--- src/rtl/calc_entry_sequencer.sv ---
// Calculator entry sequencer: turns keypad click strobes into decimal operands A/B,
// launches the ALU with a start/done handshake and selects the value shown on screen.
module calc_entry_sequencer #(
    parameter int DATA_W      = 16,
    parameter int MAX_DIGITS  = 4,
    parameter int TIMEOUT_CYC = 1024
) (
    input  logic              clk,
    input  logic              rst_n,
    input  logic              newDigit,
    input  logic              newOp,
    input  logic [3:0]        clickedMatrix,
    input  logic              clear,
    output logic              alu_start,
    output logic [3:0]        alu_op,
    output logic [DATA_W-1:0] operand_a,
    output logic [DATA_W-1:0] operand_b,
    input  logic              alu_done,
    input  logic [DATA_W-1:0] alu_result,
    input  logic              alu_err,
    output logic [DATA_W-1:0] display_value,
    output logic              error,
    output logic              busy
);

    localparam int CNT_W = $clog2(MAX_DIGITS + 1);
    localparam int TMO_W = $clog2(TIMEOUT_CYC + 1);
    localparam logic [CNT_W-1:0] CNT_MAX  = CNT_W'(MAX_DIGITS);
    localparam logic [CNT_W-1:0] CNT_ONE  = CNT_W'(1);
    localparam logic [TMO_W-1:0] TMO_LAST = TMO_W'(TIMEOUT_CYC - 1);
    localparam logic [TMO_W-1:0] TMO_ONE  = TMO_W'(1);
    localparam logic [3:0] OP_DIV    = 4'd4;
    localparam logic [3:0] OP_EQUALS = 4'd14;

    typedef enum logic [2:0] {
        S_ENTER_A,
        S_OP_WAIT,
        S_ENTER_B,
        S_EXEC,
        S_RESULT
    } state_e;

    state_e            state_q, state_d;
    logic [DATA_W-1:0] a_q, a_d;
    logic [DATA_W-1:0] b_q, b_d;
    logic [DATA_W-1:0] result_q, result_d;
    logic [CNT_W-1:0]  cnt_q, cnt_d;
    logic [3:0]        op_q, op_d;
    logic [TMO_W-1:0]  tmo_q, tmo_d;
    logic              start_q, start_d;
    logic              error_q, error_d;
    logic              prev_q, prev_d;

    logic              click;
    logic              click_ev;
    logic              digit_ev;
    logic              op_ev;
    logic              equals_ev;
    logic [DATA_W-1:0] digit_val;

    // X*10 + d, wrapping at DATA_W bits.
    function automatic logic [DATA_W-1:0] shift_in(input logic [DATA_W-1:0] x,
                                                   input logic [DATA_W-1:0] d);
        return (x << 3) + (x << 1) + d;
    endfunction

    // Buttons are levels held for many cycles; only the press edge is an event,
    // and a simultaneous digit+op press resolves to the digit.
    assign click     = newDigit | newOp;
    assign click_ev  = click & ~prev_q;
    assign digit_ev  = click_ev & newDigit & (clickedMatrix <= 4'd9);
    assign op_ev     = click_ev & ~newDigit & (clickedMatrix >= 4'd1) & (clickedMatrix <= 4'd4);
    assign equals_ev = click_ev & ~newDigit & (clickedMatrix == OP_EQUALS);
    assign digit_val = DATA_W'(clickedMatrix);

    always_comb begin
        // NOTE: every _d gets a default before the case so no path can infer a latch.
        state_d  = state_q;
        a_d      = a_q;
        b_d      = b_q;
        result_d = result_q;
        cnt_d    = cnt_q;
        op_d     = op_q;
        tmo_d    = tmo_q;
        error_d  = error_q;
        start_d  = 1'b0;
        prev_d   = click;

        if (clear) begin
            state_d  = S_ENTER_A;
            a_d      = '0;
            b_d      = '0;
            result_d = '0;
            cnt_d    = '0;
            op_d     = '0;
            tmo_d    = '0;
            error_d  = 1'b0;
            prev_d   = 1'b0;
        end else begin
            unique case (state_q)
                S_ENTER_A: begin
                    if (digit_ev) begin
                        if (cnt_q < CNT_MAX) begin
                            a_d   = shift_in(a_q, digit_val);
                            cnt_d = cnt_q + CNT_ONE;
                        end
                    end else if (op_ev) begin
                        op_d = clickedMatrix;
                        if (cnt_q == '0) begin
                            a_d = '0;
                        end
                        state_d = S_OP_WAIT;
                    end
                end

                S_OP_WAIT: begin
                    if (digit_ev) begin
                        b_d     = digit_val;
                        cnt_d   = CNT_ONE;
                        state_d = S_ENTER_B;
                    end else if (op_ev) begin
                        op_d = clickedMatrix;
                    end
                end

                S_ENTER_B: begin
                    if (digit_ev) begin
                        if (cnt_q < CNT_MAX) begin
                            b_d   = shift_in(b_q, digit_val);
                            cnt_d = cnt_q + CNT_ONE;
                        end
                    end else if (op_ev) begin
                        op_d = clickedMatrix;
                    end else if (equals_ev) begin
                        // Divide by zero is caught here so the ALU is never launched on it.
                        if (op_q == OP_DIV && b_q == '0) begin
                            error_d  = 1'b1;
                            result_d = '0;
                            state_d  = S_RESULT;
                        end else begin
                            start_d = 1'b1;
                            tmo_d   = '0;
                            state_d = S_EXEC;
                        end
                    end
                end

                S_EXEC: begin
                    if (alu_done) begin
                        result_d = alu_result;
                        error_d  = alu_err;
                        state_d  = S_RESULT;
                    end else if (tmo_q == TMO_LAST) begin
                        result_d = '0;
                        error_d  = 1'b1;
                        state_d  = S_RESULT;
                    end else begin
                        tmo_d = tmo_q + TMO_ONE;
                    end
                end

                S_RESULT: begin
                    if (digit_ev) begin
                        a_d     = digit_val;
                        cnt_d   = CNT_ONE;
                        b_d     = '0;
                        error_d = 1'b0;
                        state_d = S_ENTER_A;
                    end else if (op_ev) begin
                        a_d     = result_q;
                        error_d = 1'b0;
                        op_d    = clickedMatrix;
                        state_d = S_OP_WAIT;
                    end
                end

                default: state_d = S_ENTER_A;
            endcase
        end
    end

    // NOTE: state registers use non-blocking assignments so every flop samples pre-edge values.
    always_ff @(posedge clk or negedge rst_n) begin
        if (!rst_n) begin
            state_q  <= S_ENTER_A;
            a_q      <= '0;
            b_q      <= '0;
            result_q <= '0;
            cnt_q    <= '0;
            op_q     <= '0;
            tmo_q    <= '0;
            start_q  <= 1'b0;
            error_q  <= 1'b0;
            prev_q   <= 1'b0;
        end else begin
            state_q  <= state_d;
            a_q      <= a_d;
            b_q      <= b_d;
            result_q <= result_d;
            cnt_q    <= cnt_d;
            op_q     <= op_d;
            tmo_q    <= tmo_d;
            start_q  <= start_d;
            error_q  <= error_d;
            prev_q   <= prev_d;
        end
    end

    always_comb begin
        unique case (state_q)
            S_ENTER_B, S_EXEC: display_value = b_q;
            S_RESULT:          display_value = result_q;
            default:           display_value = a_q;
        endcase
    end

    assign alu_start = start_q;
    assign alu_op    = op_q;
    assign operand_a = a_q;
    assign operand_b = b_q;
    assign error     = error_q;
    assign busy      = (state_q == S_EXEC);

endmodule

--- config.mk ---
export PLATFORM = sky130hd
export DESIGN_NAME = calc_entry_sequencer
export DESIGN_NICKNAME = d
export VERILOG_FILES = /design/src/rtl/calc_entry_sequencer.sv
export SDC_FILE = /design/constraint.sdc
export NUM_CORES = 1
export LEC_CHECK = 0
export ABC_AREA = 1
export BUFFER_PORTS_ARGS = -buffer_cell sky130_fd_sc_hd__buf_2
export CORE_ASPECT_RATIO = 1.5
export CORE_MARGIN = 2
export CORE_UTILIZATION = 50
export DETAILED_ROUTE_END_ITERATION = 7
export GPL_TIMING_DRIVEN = 1
export HOLD_SLACK_MARGIN = 0.06
export PLACE_DENSITY = 0.74
export SYNTH_ARGS = -nofsm -noshare
export SYNTH_HDL_FRONTEND = slang
export SYNTH_SLANG_ARGS = --single-unit
--- constraint.sdc ---
create_clock -name clk -period 3 [get_ports clk]
set_input_delay 0 -clock clk [delete_from_list [all_inputs] [get_ports clk]]
set_output_delay 0 -clock clk [all_outputs]
set_load 0.03 [all_outputs]
## After elaboration in Yosys (flattened, before gate mapping)

Index checks and enable logic that the tools add are counted.

| word-level totals | value |
|---|---|
| register bits | 72 |
| latch bits | 0 |
| RAM bits | 0 |
| bits in read-only memories | 0 |
| input port bits | 27 |
| word-level logic and storage cells | 150 |
| memories kept | 0 |

| operators by class | value |
|---|---|
| $add $sub $neg | 6 |
| multiply operators | 0 |
| divide/modulo/power cells | 0 |
| order comparisons | 4 |
| equal/unequal tests | 28 |
| shifts and indexed selects | 0 |
| multiplexer cells | 69 |
| bitwise gates (word level) | 10 |
| reductions and logical operators | 23 |

Operators by type and width:

| cell | count |
|---|---|
| two-way mux 16 bit | 19 |
| case mux 16 bit (2 select lines) | 3 |
| two-way mux 11 bit | 7 |
| case mux 16 bit (3 select lines) | 1 |
| two-way mux 3 bit | 15 |
| inequality test 3 bit (second input constant) | 12 |
| adder 16 bit | 2 |
| adder 16 x 4 -> 16 bit | 2 |
| case mux 11 bit (2 select lines) | 1 |
| logical NOT 16 bit | 1 |
| two-way mux 1 bit | 16 |
| two-way mux 4 bit | 4 |
| inequality test 4 bit (second input constant) | 4 |
| case mux 3 bit (5 select lines) | 1 |
| AND reduction 7 bit | 2 |
| AND reduction 6 bit | 2 |
| adder 11 x 1 -> 11 bit (second input constant) | 1 |
| equality test 11 x 10 -> 1 bit (second input constant) | 1 |
| AND reduction 5 bit | 2 |
| inequality test 3 x 1 -> 1 bit (second input constant) | 3 |
| nonzero test 3 bit | 3 |
| nonzero test 4 bit | 2 |
| bitwise AND 1 bit | 7 |
| equality test 3 x 2 -> 1 bit (second input constant) | 2 |
| 22 further kinds | 27 |

## Longest topological paths before layout

| depth | value |
|---|---|
| depth after elaboration | 9 |
| mapped depth | 15 |
| depth with buffers taken out | 15 |

## Worst setup path after synthesis

OpenSTA, ideal clock, no wires.

| path | value |
|---|---|
| path type | reg2reg |
| from | register b_q[0] (netlist: operand_b[0]) |
| to | register b_q[12] (netlist: operand_b[12]) |
| setup time | 0.117 ns |
| arrival time | 2.332 ns |
| slack | 0.551 ns |
| cell stages (with the launch flop) | 13 |
| cells stage by stage | dfrtp_1 > inv_1 > fa_1 > inv_1 > fa_1 > nand3_1 > nand2_1 > a21oi_1 > nor2_1 > nor2_1 > nand2_1 > nand3_1 > nand2_1 |

| between the ends | value |
|---|---|
| cells in the longest elaborated chain, start to end | 6 |

RTL lines:

| item | line | source |
|---|---|---|
| start: declaration | 45 | `logic [DATA_W-1:0] b_q, b_d;` |
| start signal: assignment | 187 | `b_q <= '0;` |
| start signal: assignment | 198 | `b_q <= b_d;` |
| adder 16 bit | 64 | `return (x << 3) + (x << 1) + d;` |
| adder 16 x 4 -> 16 bit | 64 |  |
| two-way mux 16 bit | 128 | `if (cnt_q < CNT_MAX) begin` |
| two-way mux 16 bit | 127 | `if (digit_ev) begin` |
| case mux 16 bit (3 select lines) | 100 | `unique case (state_q)` |
| two-way mux 16 bit | 89 | `if (clear) begin` |

No other way between the ends. The select of a mux whose other input is x is not followed.
A chain may end at the register's enable or synchronous reset.

## Worst setup path after layout

| path | value |
|---|---|
| from | input port clickedMatrix[3] |
| to | register a_q[7] (netlist: operand_a[7]) |

| between the ends | value |
|---|---|
| cells in the longest elaborated chain, start to end | 5 |

RTL lines:

| item | line | source |
|---|---|---|
| start: declaration | 12 | `input logic [3:0] clickedMatrix,` |
| adder 16 x 4 -> 16 bit (tied with other cells) | 64 |  |
| two-way mux 16 bit (tied with other cells) | 103 | `if (cnt_q < CNT_MAX) begin` |
| two-way mux 16 bit (tied with other cells) | 102 | `if (digit_ev) begin` |
| case mux 16 bit (2 select lines) / inequality test 4 bit (equally long branches) | - |  |
| two-way mux 16 bit / AND reduction 5 bit (equally long branches) | - |  |
| end signal: assignment | 186 | `a_q <= '0;` |
| end signal: assignment | 197 | `a_q <= a_d;` |
| end: declaration | 44 | `logic [DATA_W-1:0] a_q, a_d;` |

Several ways; a longest one is shown, not always the timed one. The select of a mux whose other input is x is not followed.

==> results.tsv <==
stage	metric	value	unit
outcome	status	completed	
global_routing	vias in the first global route	5790	
timing	post-route setup TNS	0	ps
power_and_ir_drop	VDD IR max	0.323	mV
synth	post-synthesis sequential area ratio	30.7	%
global_routing	largest net degree at the start of global routing	73	
global_routing	first-pass GRT wire length	27700	um
power_and_ir_drop	Int Pwr	2290	uW
timing	Tightest Pin Transition	965	ps
timing	Setup Skew	9.46	ps
synth	Avg Inst Size Synth	7.01	um^2
floorplanning	DIE HEIGHT	137	um
power_and_ir_drop	Sw Ratio	44.7	%
routing	vias per inst	5.39	
critical_path	worst path arrival time	2830	ps
finish	Layout Area Growth over Synthesis	18.3	%
cts	Max Buffers Root-to-Sink	2	
critical_path	Crit path top cell by count	nand2_1	
cts	TritonCTS clock tree	done	
timing	fin worst setup slack	439	ps
power_and_ir_drop	clock group share of total power	26.1	%
placed_design	DP Area	6400	um^2
cts	Clock Sink Count	72	
power_and_ir_drop	Power Dens Cells	596	nW/um^2
routing	DRT iter0 DRCs	343	
cts	clock latency on the worst-skew pair	340	ps
floorplanning	core area	11500	um^2
timing	Final min period	2560	ps
finish	layout cells sized above 1	14.5	%
cts	Setup Buffers After CTS	0	
placed_design	DP Worst Slack	550	ps
synth	synthesized flop and latch total	72	
cts	Root Driver	clkbuf_16	
critical_path	Crit. End Element	flip-flop	
routing	drt pass-1 iters	5	
placed_design	number of port buffers	81	
critical_path	Slowest cell on crit path	dlygate4sd3_1	
finish	Final Util	60.5	%
synth	syn_nets	923	
finish	antenna cells	0	
routing	vias post-DR	5912	
cts	PostCTS Resize Cnt	0	
critical_path	WP buf/inv	4	
critical_path	Top delay family on crit path	buffers and inverters	
critical_path	CP max stage delay	560	ps
timing	Setup violations, final	0	
floorplanning	Starting Density	51.1	%
finish	Final #Nets	1028	
job	MaxCap Viol Count	0	
synth	Netlist cell types	42	
routing	final WL	17100	um
floorplanning	Top Ports	82	
routing	Post-DRT Antenna Nets	0	
timing	Final Hold Fails	0	
cts	Max H-tree Level	3	
cts	Num CTS Buffers	9	
routing	average wire per standard cell	15.6	um
power_and_ir_drop	power share of the sequential group	29.2	%
placed_design	Detail Placement HPWL	13000	um
synth	Syn. warnings	0	
power_and_ir_drop	Logic pwr share	44.6	%
synth	Mapped Area	5860	um^2
timing	RSZ-0062 raised after global routing	false	
routing	Residual DRC	0	
finish	Finished Cell Area	6940	um^2
critical_path	Crit Path Class	in -> reg	
synth	post-synthesis cell count	837	
timing	max_slew headroom	35.4	%
timing	Slew Viols, Final	0	
critical_path	Startpoint Class	primary input	
floorplanning	die area	12600	um^2
hold_path	worst hold path class	in -> reg	
floorplanning	Die Wd	92.4	um
critical_path	WP data required	3270	ps
timing	maximum clock rate	0.390	GHz
global_routing	gr usage total	28.0	%
critical_path	worst-path cell chain	dlygate4sd3_1 -> buf_2 -> inv_1 -> fa_1 -> inv_1 -> ha_1 -> nand2_1 -> nand2_1 -> nand3_1 -> nand2_1 -> a21oi_1 -> o21ai_0 -> nand2_1 -> nand2_1 -> nand2_1	
power_and_ir_drop	Psw	1850	uW
critical_path	crit path max fanout	5	
global_routing	grt ovf	0	
placed_design	RePlAce Congestion	1.02	
timing	final period utilization	85.4	%
power_and_ir_drop	Leakage	0.00390	uW
cts	clock transition at the registers of the reported paths	60	ps
global_routing	initial antenna violation count	0	
floorplanning	Row Count	48	
==> flip-flops by register name, indices dropped and copies added, names as in the netlist <==
name and count:
tmo_q 11, operand_b 16, cnt_q 3, operand_a 16, prev_q 1, error 1
alu_op 4, state_q 3, alu_start 1, result_q 16
==> per-layer routing <==
metal  wire (um)  vias to the layer above  GRT usage, %  part of all wire, %
li1            -                     2925             -                    -
met1        6490                     2695          31.7                   38
met2        8680                      234          49.8                   51
met3        1090                       58          4.13                  6.4
met4         805                        0          16.1                  4.7
met5           0                        -             0                    0
==> power groups by stage <==
stage          logic [uW]  clock network, uW  registers, uW
2_1_floorplan        1230                  0           1310
4_1_cts              1820               1090           1210
3_3_place_gp         1770                  0           1220
6_report             1840               1080           1210
3_5_place_dp         1790                  0           1220
5_1_grt              2040               1130           1230
==> cells in the mapped netlist, drive strengths merged <==
master	instances	area (um^2)
o22ai	5	31.3
and2	1	6.26
and3	1	6.26
o211ai	11	82.6
a31oi	1	6.26
o31ai	2	15.0
ha	55	688
nor3	9	67.6
nand2	277	1060
nor3b	1	7.51
dfrtp	72	1800
nand3b	1	7.51
o2111ai	1	8.76
xor2	10	87.6
clkinv	1	3.75
nand4	12	75.1
a21o	1	7.51
o21bai	3	22.5
nor2	70	304
o21ai	60	338
mux2i	1	10.0
nand3	53	280
inv	121	459
a21oi	30	150
clkbuf	4	15.0
xnor2	8	70.1
o221ai	9	78.8
fa	4	80.1
buf	13	88.8
==> final cells by class <==
type                    instances  area (um^2)
clock buffers                   9          225
clock inverters                 7         71.3
multi-input cells             626         3500
repair buffers                111          693
well taps                     150          188
flip-flops and latches         72         1800
fillers                      1095         4530
inverters                     122          463
==> logic make-up (layout without fill, tap and decap cells) <==
logic type               Yosys count  after routing  synth area share [%]
XOR/XNOR                          18             18                  2.69
AND/OR/NAND/NOR                  425            425                  31.0
flip-flops                        72             72                  30.7
buffers and inverters            139            249                  9.66
AO/OA/AOI/OAI                    123            123                  12.6
adder cells (fa/ha/maj)           59             59                  13.1
multiplexers                       1              1                 0.171
==> cells in the final DEF, fill, tap and decap left out, types with 8 or more instances in the layout <==
cell and instances:
a21oi_1 30, buf_2 80, clkbuf_16 9, dfrtp_1 72, dlygate4sd3_1 24, ha_1 55
inv_1 115, nand2_1 271, nand3_1 50, nand4_1 12, nor2_1 63, o211ai_1 11
o21ai_0 41, o21ai_1 9, o21ai_2 10, o221ai_1 9, xnor2_1 8, xor2_1 10
==> worst paths after layout <==
kind	startpoint	endpoint	slack (ps)	depth (start not counted)
min reg2reg	error	error	480	2
min	clickedMatrix[0]	alu_op[0]	70	5
max in group asynchronous	rst_n	cnt_q[2]	2020	2
max reg2reg	operand_a[0]	operand_a[7]	550	13
min in group asynchronous	rst_n	operand_b[11]	350	2
max	clickedMatrix[3]	operand_a[7]	440	15
==> stage by stage <==
step	power, uW	instances	hold slack, ps
finish	4130	1097	74.4
global route	4400	1097	95.7
CTS	4130	1097	65.2
detailed placement	3010	1057	199
global placement	2990	1057	194
floorplan	2540	837	-296
==> worst register-to-register path, delay by kind of cell, from the launching register on <==
| kind | cells | cell delay (ps) |
|---|---|---|
| adders and majority gates | 2 | 800 |
| DFF | 1 | 370 |
| and+or+nand+nor | 7 | 610 |
| AOI/OAI and AO/OA | 2 | 450 |
| buffers and inverters | 2 | 170 |
==> what timing repair did <==
action	CTS	global route
hold buffers	24	0
hold endpoints to repair	93	0
setup endpoints to repair	0	0
(Power assumes the default switching activity.)
